File: src/rtl/uart_tx_select.sv
// uart_tx_select: frame-safe arbiter that chooses which UART drives the board TX pin.
// The CPU TX and the LiteDRAM debug TX are synchronised into clk, and so is the slide switch.
// The pin only changes source at character boundaries:
//   - the old source must be idle for IDLE_CYCLES,
//   - the line then holds mark (GAP),
//   - the new source must also be idle for IDLE_CYCLES before it is connected.
module uart_tx_select #(
    parameter int IDLE_CYCLES     = 4774,
    parameter int DEBOUNCE_CYCLES = 65536,
    parameter bit RESET_SEL       = 1'b0
) (
    input  logic clk,
    input  logic rst,
    input  logic i_sel_raw,
    input  logic i_tx0,
    input  logic i_tx1,
    output logic o_tx,
    output logic o_sel,
    output logic o_busy
);

    localparam int IW = $clog2(IDLE_CYCLES + 1);
    localparam int DW = $clog2(DEBOUNCE_CYCLES + 1);
    localparam logic [IW-1:0] IDLE_MAX = IW'(IDLE_CYCLES);
    localparam logic [DW-1:0] DEB_MAX  = DW'(DEBOUNCE_CYCLES - 1);

    typedef enum logic [1:0] {
        ST_ACTIVE,
        ST_DRAIN,
        ST_GAP
    } state_t;

    logic          tx0_meta_q, tx0_meta_d, tx0_sync_q, tx0_sync_d;
    logic          tx1_meta_q, tx1_meta_d, tx1_sync_q, tx1_sync_d;
    logic          sel_meta_q, sel_meta_d, sel_sync_q, sel_sync_d;
    logic          sel_prev_q, sel_prev_d;
    logic [DW-1:0] deb_cnt_q, deb_cnt_d;
    logic          deb_sel_q, deb_sel_d;
    logic [IW-1:0] idle0_cnt_q, idle0_cnt_d;
    logic [IW-1:0] idle1_cnt_q, idle1_cnt_d;
    state_t        state_q, state_d;
    logic          tgt_q, tgt_d;
    logic          tx_q, tx_d;
    logic          sel_q, sel_d;
    logic          busy_q, busy_d;

    logic idle0, idle1, cur_tx, cur_idle, tgt_idle;

    // Two-stage synchronisers for both TX lines and the switch.
    always_comb begin
        tx0_meta_d = i_tx0;
        tx0_sync_d = tx0_meta_q;
        tx1_meta_d = i_tx1;
        tx1_sync_d = tx1_meta_q;
        sel_meta_d = i_sel_raw;
        sel_sync_d = sel_meta_q;
        sel_prev_d = sel_sync_q;
    end

    // The switch must hold one value for DEBOUNCE_CYCLES samples before it is accepted.
    always_comb begin
        deb_cnt_d = deb_cnt_q;
        deb_sel_d = deb_sel_q;
        if (sel_sync_q != sel_prev_q) begin
            deb_cnt_d = '0;
        end else if (deb_cnt_q == DEB_MAX) begin
            deb_sel_d = sel_sync_q;
        end else begin
            deb_cnt_d = deb_cnt_q + DW'(1);
        end
    end

    assign idle0    = (idle0_cnt_q == IDLE_MAX);
    assign idle1    = (idle1_cnt_q == IDLE_MAX);
    assign cur_tx   = sel_q ? tx1_sync_q : tx0_sync_q;
    assign cur_idle = sel_q ? idle1 : idle0;
    assign tgt_idle = tgt_q ? idle1 : idle0;

    // Idle qualification per source, plus the switch FSM that may restart a target's count.
    always_comb begin
        idle0_cnt_d = tx0_sync_q ? ((idle0_cnt_q == IDLE_MAX) ? idle0_cnt_q
                                                              : idle0_cnt_q + IW'(1))
                                 : '0;
        idle1_cnt_d = tx1_sync_q ? ((idle1_cnt_q == IDLE_MAX) ? idle1_cnt_q
                                                              : idle1_cnt_q + IW'(1))
                                 : '0;
        state_d = state_q;
        tgt_d   = tgt_q;
        sel_d   = sel_q;
        tx_d    = cur_tx;
        case (state_q)
            ST_ACTIVE: begin
                if (deb_sel_q != sel_q) begin
                    tgt_d   = deb_sel_q;
                    state_d = ST_DRAIN;
                end
            end
            ST_DRAIN: begin
                if (deb_sel_q == sel_q) begin
                    state_d = ST_ACTIVE;
                end else if (cur_idle) begin
                    state_d = ST_GAP;
                end
            end
            ST_GAP: begin
                tx_d = 1'b1;
                if (deb_sel_q != tgt_q) begin
                    // A retarget must see a full, fresh idle period on the new source.
                    tgt_d = deb_sel_q;
                    if (deb_sel_q) begin
                        idle1_cnt_d = '0;
                    end else begin
                        idle0_cnt_d = '0;
                    end
                end else if (tgt_idle) begin
                    sel_d   = tgt_q;
                    state_d = ST_ACTIVE;
                end
            end
            default: begin
                state_d = ST_ACTIVE;
            end
        endcase
        busy_d = (state_d != ST_ACTIVE);
    end

    // All state registers, cleared asynchronously to a safe mark-level line on RESET_SEL.
    always_ff @(posedge clk or posedge rst) begin
        if (rst) begin
            tx0_meta_q  <= 1'b1;
            tx0_sync_q  <= 1'b1;
            tx1_meta_q  <= 1'b1;
            tx1_sync_q  <= 1'b1;
            sel_meta_q  <= RESET_SEL;
            sel_sync_q  <= RESET_SEL;
            sel_prev_q  <= RESET_SEL;
            deb_cnt_q   <= '0;
            deb_sel_q   <= RESET_SEL;
            idle0_cnt_q <= '0;
            idle1_cnt_q <= '0;
            state_q     <= ST_ACTIVE;
            tgt_q       <= RESET_SEL;
            tx_q        <= 1'b1;
            sel_q       <= RESET_SEL;
            busy_q      <= 1'b0;
        end else begin
            tx0_meta_q  <= tx0_meta_d;
            tx0_sync_q  <= tx0_sync_d;
            tx1_meta_q  <= tx1_meta_d;
            tx1_sync_q  <= tx1_sync_d;
            sel_meta_q  <= sel_meta_d;
            sel_sync_q  <= sel_sync_d;
            sel_prev_q  <= sel_prev_d;
            deb_cnt_q   <= deb_cnt_d;
            deb_sel_q   <= deb_sel_d;
            idle0_cnt_q <= idle0_cnt_d;
            idle1_cnt_q <= idle1_cnt_d;
            state_q     <= state_d;
            tgt_q       <= tgt_d;
            tx_q        <= tx_d;
            sel_q       <= sel_d;
            busy_q      <= busy_d;
        end
    end

    assign o_tx   = tx_q;
    assign o_sel  = sel_q;
    assign o_busy = busy_q;

endmodule

File: config.mk
export PLATFORM = sky130hd
export DESIGN_NAME = uart_tx_select
export DESIGN_NICKNAME = d
export VERILOG_FILES = /design/src/rtl/uart_tx_select.sv
export SDC_FILE = /design/constraint.sdc
export NUM_CORES = 1
export LEC_CHECK = 0
export ABC_AREA = 1
export CAP_MARGIN = 20
export CORE_ASPECT_RATIO = 2
export CORE_UTILIZATION = 55
export CTS_BUF_LIST = sky130_fd_sc_hd__clkbuf_16
export DETAILED_ROUTE_END_ITERATION = 10
export PLACE_DENSITY = 0.75
export SYNTH_ARGS = -nofsm -noshare
export SYNTH_HDL_FRONTEND = slang
export SYNTH_SLANG_ARGS = --single-unit
File: constraint.sdc
create_clock -name clk -period 2.1 [get_ports clk]
set_input_delay 0.315 -clock clk [delete_from_list [all_inputs] [get_ports clk]]
set_output_delay 0.315 -clock clk [all_outputs]
set_load 0.1 [all_outputs]
==> results of run 1 <==
[cells by family after synthesis]
logic type / after synthesis / synth area share [%]
simple gates: 172 / 26.76
compound gates: 71 / 13.36
buf+inv: 60 / 8.031
flops: 57 / 47.65
fa+ha+maj: 6 / 2.497
xor+xnor: 5 / 1.706
[layout by cell type (no fill, tap or decap), drive strengths merged, types with 2 or more instances in the layout]
master,count
clkinv,3
o21bai,2
o21ai,29
dfrtp,52
clkbuf,9
a31oi,3
nand2,73
nand3,27
o21a,2
nor2,44
nand4,8
ha,6
inv,59
clkdlybuf4s50,4
buf,12
xor2,4
a21oi,30
o211ai,2
dfstp,5
nor3,16
clkinvlp,2
[layout make-up]
| class | count | area (um^2) |
|---|---|---|
| Clock buffer | 9 | 225.2 |
| Clock inverter | 7 | 62.56 |
| Fill cell | 437 | 1683 |
| Inverter | 58 | 222.7 |
| Multi-Input combinational cell | 254 | 1344 |
| Sequential cell | 57 | 1433 |
| Tap cell | 58 | 72.57 |
| Timing Repair Buffer | 16 | 142.6 |
[metrics by stage]
step                setup slack [ps]  utilization (%)  power [mW]  hold WS [ps]
global placement               190.7            61.49       1.295         338.9
finish                         178.1            67.54       2.670         347.1
floorplan                      114.9                -       1.258         319.5
CTS                            116.2            67.04       2.692         347.0
detailed placement             134.3            61.49       1.298         346.9
global route                  -17.02            67.54       2.769         349.8
[registers in the layout (all words and copies together) (netlist names), 2 cells and up]
name,cells
deb_cnt_q,17
idle0_cnt_q,13
idle1_cnt_q,13
state_q,2
[synth_stat cells, drive strengths merged]
master / number
xor2: 4
xnor2: 1
and3: 1
buf: 1
nor3: 16
o31ai: 1
o21ai: 29
inv: 58
nand2: 73
clkbuf: 1
nand4: 8
a31oi: 3
nor2: 44
nand3b: 1
o21a: 2
a21boi: 1
o21bai: 2
dfstp: 5
o211ai: 2
a211oi: 1
nand3: 27
a21oi: 30
nor4: 1
ha: 6
dfrtp: 52
and2: 1
[timing repair]
action / CTS / global route
buffers inserted: 0 / 2
resized for setup: 0 / 5
endpoints found under the hold margin: 0 / 0
endpoints found under the setup margin: 0 / 13
[power by group]
| part | total, mW | switching (mW) | internal, mW |
|---|---|---|---|
| logic | 0.131 | 0.0813 | 0.0500 |
| clock network | 1.39 | 0.483 | 0.902 |
| registers | 1.15 | 0.0230 | 1.13 |
| total | 2.67 | 0.588 | 2.08 |
[how the worst min path moves through the flow]
| stage | start | cells after the start | to |
|---|---|---|---|
| 3_5_place_dp | tx1_meta_q | 0 | tx1_sync_q |
| 4_1_cts | tx1_meta_q | 0 | tx1_sync_q |
| 2_1_floorplan | i_tx0 | 0 | tx0_meta_q |
| 6_report | tx1_meta_q | 0 | tx1_sync_q |
| 5_1_grt | tx1_meta_q | 0 | tx1_sync_q |
| 3_3_place_gp | sel_meta_q | 0 | sel_prev_d |
[worst max-delay path, delay by kind of cell, from the launching register on]
family,cells,cell delay [ps]
AOI/OAI and AO/OA,2,210
buffers and inverters,3,290
adders and majority gates,2,450
and+or+nand+nor,6,480
DFF,1,370
[per-layer routing]
| metal | GRT usage [%] | vias up | share of wire (%) |
|---|---|---|---|
| met5 | 0 | - | 0 |
| met4 | 16.48 | 0 | 4.0 |
| met3 | 7.439 | 22 | 2.3 |
| met2 | 46.86 | 41 | 57 |
| met1 | 24.15 | 1211 | 37 |
| li1 | - | 1270 | - |
==> summary.txt, run 1 <==
Status -> finished, final reports clean
DP HPWL -> 4.618 mm
RSZ-0062 raised after global routing -> yes
Total GRT Usage -> 26.42%
Largest net degree at the start of global routing -> 58
Yosys warning count -> 0
Area Overhead vs Synth -> 16.48%
Setup violators final -> 0
# port buffers -> 7
CP Class -> reg2reg
Post-synthesis register bit count -> 57
Fin nets -> 407
Synth cell types -> 36
Number of global-route vias before repair -> 2572
MaxCap Viol Count -> 0
Die height -> 106.6 um
H-tree lvl count -> 3
Leakage -> 1.595 nW
Cts hold-fix bufs -> 0
Vias per inst -> 5.542
Cells after DPL -> 441
Crit-path max FO -> 7
Hold Crit Class -> reg2reg
Worst-path cell chain -> ha_2 > nand2_1 > inv_1 > nand3_2 > inv_1 > nand2_1 > nor4_2 > ha_2 > nand2_4 > inv_6 > nor2_8 > o21ai_0 > a21oi_1
TritonCTS Buffers -> 9
R2r worst-path depth -> 13
Die width -> 54.28 um
Core Area -> 0.005185 mm^2
Required time of the critical path -> 2300 ps
# diodes -> 0
Startpoint types -> flop
Gr ovfl total -> 0
Ranking of synthesized cells by area -> dfrtp_1 (43%), nand2_1 (8.9%), inv_1 (7.0%)
Clk_lat worst skew -> 330 ps
Crit end category -> flop
Final Slew Violations -> 0
DRT iter0 DRCs -> 82
FF-to-FF setup slack -> 180 ps
TritonCTS clock tree -> yes
Critical Path Max Stage Delay -> 370 ps
Worst reg2reg path endpoint -> deb_cnt_q[7]
Area leader, netlist -> dfrtp_1
Synth Area per Inst -> 8.104 um^2
Worst rel slew slack -> 77.29%
Cells after Synth -> 371
DR WL/cell -> 13.87 um
CTS clock-pin slew for the worst setup and hold paths -> 50 ps
Final instance area -> 0.003502 mm^2
Tmin final -> 1922 ps
Setup TNS -> 0 ps
CP arrival -> 2130 ps
Setup crit start -> deb_cnt_q[1]
Final WL -> 6.367 mm
Clock buffer depth -> 2
Fraction of layout cells with a size suffix above 1 -> 13.22%
Routability cong. -> 0.8497
Worst-Margin Slew -> 340.6 ps
Maximum vdd drop -> 0.6576 mV
Fin. Hold Viols -> 0
Ports -> 8
Post-Syn Area -> 0.003007 mm^2
Highest clock rate -> 520.3 MHz
DR vias -> 2544
DP Area -> 0.003188 mm^2
Pwr/cell area -> 762.4 mW/mm^2
Std-Cell Rows -> 37
CTS root buf -> clkbuf_16
Fin crit share -> 91.52%
Critical path's slowest cell -> dfrtp_1
Post-Syn Nets -> 382
# DRC -> 0
First-pass GRT wire length -> 10.78 mm
FF-to-FF Start -> deb_cnt_q[1]
Antenna violations before repair -> 0
Critical path endpoint -> deb_cnt_q[7]
Drt pass-1 iters -> 4
Final ANT Viol Nets -> 0
Clock Sinks -> 57
Area share of the leading cell type in the synthesized netlist -> 43.28%
Starting Density -> 57.99%
Clk_skew -> 7.345 ps
Seq/Total Area, Yosys -> 47.65%
Die Area -> 0.005784 mm^2
Non-Filler Instances -> 459
Note: power is estimated with default switching activity, not from simulation.
==> inputs of run 2 (changes only) <==
--- a/config.mk
+++ b/config.mk
@@ -8,10 +8,10 @@
 export ABC_AREA = 1
 export CAP_MARGIN = 20
 export CORE_ASPECT_RATIO = 2
-export CORE_UTILIZATION = 55
+export CORE_UTILIZATION = 33
 export CTS_BUF_LIST = sky130_fd_sc_hd__clkbuf_16
 export DETAILED_ROUTE_END_ITERATION = 10
-export PLACE_DENSITY = 0.75
+export PLACE_DENSITY = 0.5
 export SYNTH_ARGS = -nofsm -noshare
 export SYNTH_HDL_FRONTEND = slang
 export SYNTH_SLANG_ARGS = --single-unit
==> run 2 against run 1 <==
Effect of this change:
- first-iteration DRC count is 40% higher
- wire length grew 5.9%
- register-to-register slack lost 20 ps
- final cell count rose by 9.4%
- highest routed layer unchanged
- clock skew shrank 3.0 ps
- clock-buffer cell count did not move
- largest cell class unchanged
- via count down 2.6%
- clock power is 30% higher
- fmax down 0.99%
- critical path depth did not move
- critical path type unchanged
- sequential share of layout area is 1.6 points lower
- largest power group unchanged
==> summary.txt, run 2 (same netlist as run 1, synthesis figures left out) <==
# DRC -> 0
Tmin final -> 1941 ps
Status -> finished, final reports clean
Vias per inst -> 4.938
Largest reg by FF count -> deb_cnt_q
CTS clock-pin slew for the worst setup and hold paths -> 50 ps
Critical Path Max Stage Delay -> 380 ps
Hold Crit Class -> reg2reg
# diodes -> 0
Fin nets -> 408
Area Overhead vs Synth -> 21.10%
Crit-path max FO -> 7
Worst-path cell chain -> ha_2 > nand2_1 > inv_1 > nand3_2 > inv_1 > nand2_1 > nor4_2 > ha_2 > nand2_4 > inv_8 > nor2_8 > a31oi_1 > nor2_1
Maximum vdd drop -> 0.6053 mV
Critical path's slowest cell -> dfrtp_1
Max reg flops -> 17
Min-Delay Startpoint -> sel_meta_q
Pwr/cell area -> 848.6 mW/mm^2
Number of global-route vias before repair -> 2490
Final Slew Violations -> 0
Std-Cell Rows -> 48
Cts hold-fix bufs -> 0
Total GRT Usage -> 15.56%
Drt pass-1 iters -> 4
Highest clock rate -> 515.2 MHz
Antenna violations before repair -> 0
MaxCap Viol Count -> 0
TritonCTS Buffers -> 9
Setup TNS -> 0 ps
Top Registers -> deb_cnt_q (17), idle0_cnt_q (13), idle1_cnt_q (13)
Die width -> 69.50 um
Clock Sinks -> 57
Required time of the critical path -> 2320 ps
Setup violators final -> 0
Fraction of layout cells with a size suffix above 1 -> 14.43%
Cell family with most CP delay -> simple AND/OR/NAND/NOR gates
Clk_lat worst skew -> 330 ps
Worst-Margin Slew -> 410.3 ps
DRT iter0 DRCs -> 115
Hold WS -> 355.1 ps
Setup crit start -> deb_cnt_q[0]
Commonest cells after routing, fill and taps aside -> nand2_1 (70), inv_1 (53), dfrtp_1 (52), nor2_1 (39), a21oi_1 (30)
Buf/Inv on CP -> 3
CTS root buf -> clkbuf_16
Worst rel slew slack -> 72.65%
Clk_skew -> 4.369 ps
Largest net degree at the start of global routing -> 31
Fin. Hold Viols -> 0
Final ANT Viol Nets -> 0
Most common cell after layout, fill and taps aside -> nand2_1
RSZ-0062 raised after global routing -> no
First-pass GRT wire length -> 11.27 mm
DP HPWL -> 5.083 mm
Startpoint types -> flop
TritonCTS clock tree -> yes
Die height -> 137.0 um
CP arrival -> 2160 ps
Leakage -> 1.634 nW
DR WL/cell -> 13.43 um
Die Area -> 0.009520 mm^2
DR vias -> 2479
Final WL -> 6.740 mm
Core Area -> 0.008708 mm^2
CP Class -> reg2reg
# port buffers -> 7
Fin crit share -> 92.43%
FF-to-FF Start -> deb_cnt_q[0]
Routability cong. -> 0.8157
Crit end category -> flop
Starting Density -> 34.53%
Ports -> 8
Gr ovfl total -> 0
H-tree lvl count -> 3
Clock buffer depth -> 2
[run 2: cell types whose count changed in the layout (fill, tap and decap cells not counted), sizes merged]
cell	delta
clkinv	-2
clkinvlp	-1
buf	+1
bufinv	+3
[run 2: timing repair]
item,4_1_cts,5_1_grt
gates resized for setup,0,10
buffers inserted,0,3
endpoints found under the setup margin,0,13
[run 2: area by class of cell]
cell class                      instances  area (um^2)
Timing Repair Buffer                   17        137.6
Tap cell                              100        125.1
Clock buffer                            9        225.2
Sequential cell                        57         1433
Multi-Input combinational cell        254         1354
Fill cell                             839         5067
Inverter                               58        225.2
Clock inverter                          7        141.4
[run 2: stage by stage]
stage / power, mW / utilization (%) / std cells / setup WS [ps] / instance area [um^2]
3_3_place_gp: 1.298 / 37.07 / 483 / 94.55 / 3228
2_1_floorplan: 1.258 / - / 371 / 114.9 / 3007
3_5_place_dp: 1.300 / 37.07 / 483 / 33.56 / 3228
4_1_cts: 3.131 / 41.28 / 499 / 25.42 / 3595
6_report: 3.090 / 41.81 / 502 / 158.9 / 3641
5_1_grt: 3.194 / 41.81 / 502 / 3.019 / 3641
[run 2: worst paths after layout]
| path | depth (start not counted) | endpoint | slack (ps) |
|---|---|---|---|
| max | 13 | deb_cnt_q[13] | 160 |
| min | 0 | sel_prev_d | 360 |
| max reg2reg | 13 | deb_cnt_q[13] | 160 |
| min in group asynchronous | 3 | idle0_cnt_q[12] | 380 |
| max in group asynchronous | 3 | o_tx | 1370 |
| min reg2reg | 0 | sel_prev_d | 360 |
[run 2: per-layer routing]
metal	vias to the layer above	part of all wire (%)	wire length (um)	GRT usage, %
li1	1272	-	-	-
met1	1158	37	2468	14.02
met2	31	58	3882	30.42
met3	18	2.4	163	3.829
met4	0	3.4	227	9.297
met5	-	0	0	0
[run 2: report_power, final]
group          leakage (nW)  total, mW  switching, mW  internal, mW
clock                 0.176       1.81          0.528          1.28
combinational         0.693      0.129         0.0814        0.0479
sequential            0.765       1.15         0.0234          1.13
total                  1.63       3.09          0.633          2.46
==> inputs of run 3 (changes only) <==
--- a/config.mk
+++ b/config.mk
@@ -8,10 +8,11 @@
 export ABC_AREA = 1
 export CAP_MARGIN = 20
 export CORE_ASPECT_RATIO = 2
-export CORE_UTILIZATION = 33
+export CORE_UTILIZATION = 61
 export CTS_BUF_LIST = sky130_fd_sc_hd__clkbuf_16
 export DETAILED_ROUTE_END_ITERATION = 10
-export PLACE_DENSITY = 0.5
+export GPL_TIMING_DRIVEN = 0
+export PLACE_DENSITY = 0.79
 export SYNTH_ARGS = -nofsm -noshare
 export SYNTH_HDL_FRONTEND = slang
 export SYNTH_SLANG_ARGS = --single-unit
==> constraint.sdc (replaced) <==
create_clock -name clk -period 2.2 [get_ports clk]
set_input_delay 0.33 -clock clk [delete_from_list [all_inputs] [get_ports clk]]
set_output_delay 0.33 -clock clk [all_outputs]
set_load 0.1 [all_outputs]
==> run 3 against run 2 <==
Effect of this change:
- sequential cell count is the same
- global-route usage rose by 14 points
- critical path type is now reg2out
- non-clock buffer count grew 1
- power shrank 8.6%
- highest routed layer unchanged
- sequential share of layout area grew 0.37 points
- via count up 5.4%
- critical path depth down 12
==> summary.txt, run 3 (same netlist as run 1, synthesis figures left out) <==
Ports -> 8
Vias per inst -> 5.707
Clock network power share -> 56.1%
Die height -> 101.3 um
Logic gate share of total power -> 4.9%
Setup WS pre-CTS -> -142.7 ps
TritonCTS clock tree -> yes
Antenna violations before repair -> 0
GR Util met1 -> 27.74%
Cts hold-fix bufs -> 0
# port buffers -> 7
Fin crit share -> 96.61%
Fin. Hold Viols -> 0
Setup crit start -> o_busy
Area Overhead vs Synth -> 19.98%
Final Slew Violations -> 0
Required time of the critical path -> 1870 ps
Tmin final -> 2125 ps
# diodes -> 0
Buf/Inv on CP -> 1
Met3 usage -> 6.456%
Maximum vdd drop -> 0.6366 mV
Clock Sinks -> 57
Crit end category -> primary output
Startpoint types -> flop
Sw Pwr -> 0.5876 mW
DR vias -> 2614
Clock buffer depth -> 2
Fraction of layout cells with a size suffix above 1 -> 14.39%
Int Pwr -> 2.238 mW
Drt pass-1 iters -> 4
Leakage -> 1.633 nW
Top Registers -> deb_cnt_q (17), idle0_cnt_q (13), idle1_cnt_q (13)
Largest net degree at the start of global routing -> 45
Starting Density -> 64.17%
GRT met2 Usage -> 56.84%
Crit-path max FO -> 1
# DRC -> 0
Setup violators final -> 0
Status -> finished, final reports clean
Gr ovfl total -> 0
Std-Cell Rows -> 35
Clk_skew -> 5.294 ps
DP HPWL -> 4.479 mm
FF-to-FF Start -> deb_cnt_q[1]
First-pass GRT wire length -> 11.18 mm
CTS clock-pin slew for the worst setup and hold paths -> 50 ps
Commonest cells after routing, fill and taps aside -> nand2_1 (70), inv_1 (52), dfrtp_1 (52), nor2_1 (39), a21oi_1 (30)
Largest reg by FF count -> deb_cnt_q
Fin nets -> 409
Worst-path cell chain -> clkdlybuf4s50_1
CP Class -> reg2out
TritonCTS Buffers -> 9
MaxCap Viol Count -> 0
GRT busiest layer -> met2
CTS root buf -> clkbuf_16
Hold WS -> 285.9 ps
Worst-Margin Slew -> 970.4 ps
H-tree lvl count -> 3
CP arrival -> 1800 ps
Die width -> 51.65 um
Core Area -> 0.004686 mm^2
Final WL -> 6.740 mm
Critical path's slowest cell -> clkdlybuf4s50_1
Total GRT Usage -> 29.21%
Pwr/cell area -> 783.3 mW/mm^2
DRT iter0 DRCs -> 72
Clk_lat worst skew -> 320 ps
Highest clock rate -> 470.5 MHz
Sw Share -> 20.80%
Worst rel slew slack -> 35.10%
Hold Crit Class -> in2async
Number of global-route vias before repair -> 2612
Critical Path Max Stage Delay -> 1140 ps
Flop pwr share -> 39.0%
DR WL/cell -> 14.72 um
Routability cong. -> 0.7992
Die Area -> 0.005231 mm^2
Cell family with most CP delay -> buffers and inverters
Final ANT Viol Nets -> 0
Max reg flops -> 17
Most common cell after layout, fill and taps aside -> nand2_1
Setup ws final -> 74.53 ps
## run 3: cell type report
class	count	area, um^2
sequential	57	1433
multi-input combinational	254	1365
fill	328	1079
inverter	58	230.2
clock buffer	9	225.2
timing repair buffer	16	147.6
clock inverter	7	118.9
tap	55	68.82
buffer	2	18.77
## run 3: metrics by stage
stage	area, um^2	TNS (ps)	power [mW]	cells	util, %
finish	3607	0	2.825	458	76.98
global route	3607	-34.61	2.910	458	76.98
CTS	3531	0	2.834	452	75.35
detailed placement	3166	-917.2	1.242	434	67.56
global placement	3146	-28080	1.233	433	67.13
floorplan	3007	0	1.201	371	-
## run 3: repair_timing
| item | CTS | global route |
|---|---|---|
| cloned | 0 | 0 |
| resized for setup | 4 | 12 |
| pin swaps | 1 | 4 |
| buffers inserted | 2 | 6 |
| endpoints found under the setup margin | 15 | 13 |
| hold endpoints to repair | 0 | 0 |
## run 3: layer usage
layer  share of wire, %  vias up  routed length [um]
met5                  0        -                   0
met4                1.9        0                 131
met1                 37     1284                2496
met2                 59       46                3965
met3                2.2       13                 146
li1                   -     1271                   -
## run 3: path summary, 6_finish.rpt
check | cells past startpoint | slack [ps] | to
min in group clk | 0 | 350 | sel_prev_d
setup reg to reg | 13 | 140 | deb_cnt_q[1]
max in group asynchronous | 3 | 1310 | o_tx
hold reg to reg | 0 | 350 | sel_prev_d
hold / removal | 2 | 290 | deb_cnt_q[15]
setup / recovery | 1 | 70 | o_busy
## run 3: power groups by stage
stage / combinational, mW / sequential (mW) / clock, mW
after floorplan: 0.0810 / 1.12 / 0
after global placement: 0.115 / 1.12 / 0
after detailed placement: 0.123 / 1.12 / 0
after CTS: 0.124 / 1.10 / 1.61
after global routing: 0.154 / 1.10 / 1.65
final: 0.138 / 1.10 / 1.59
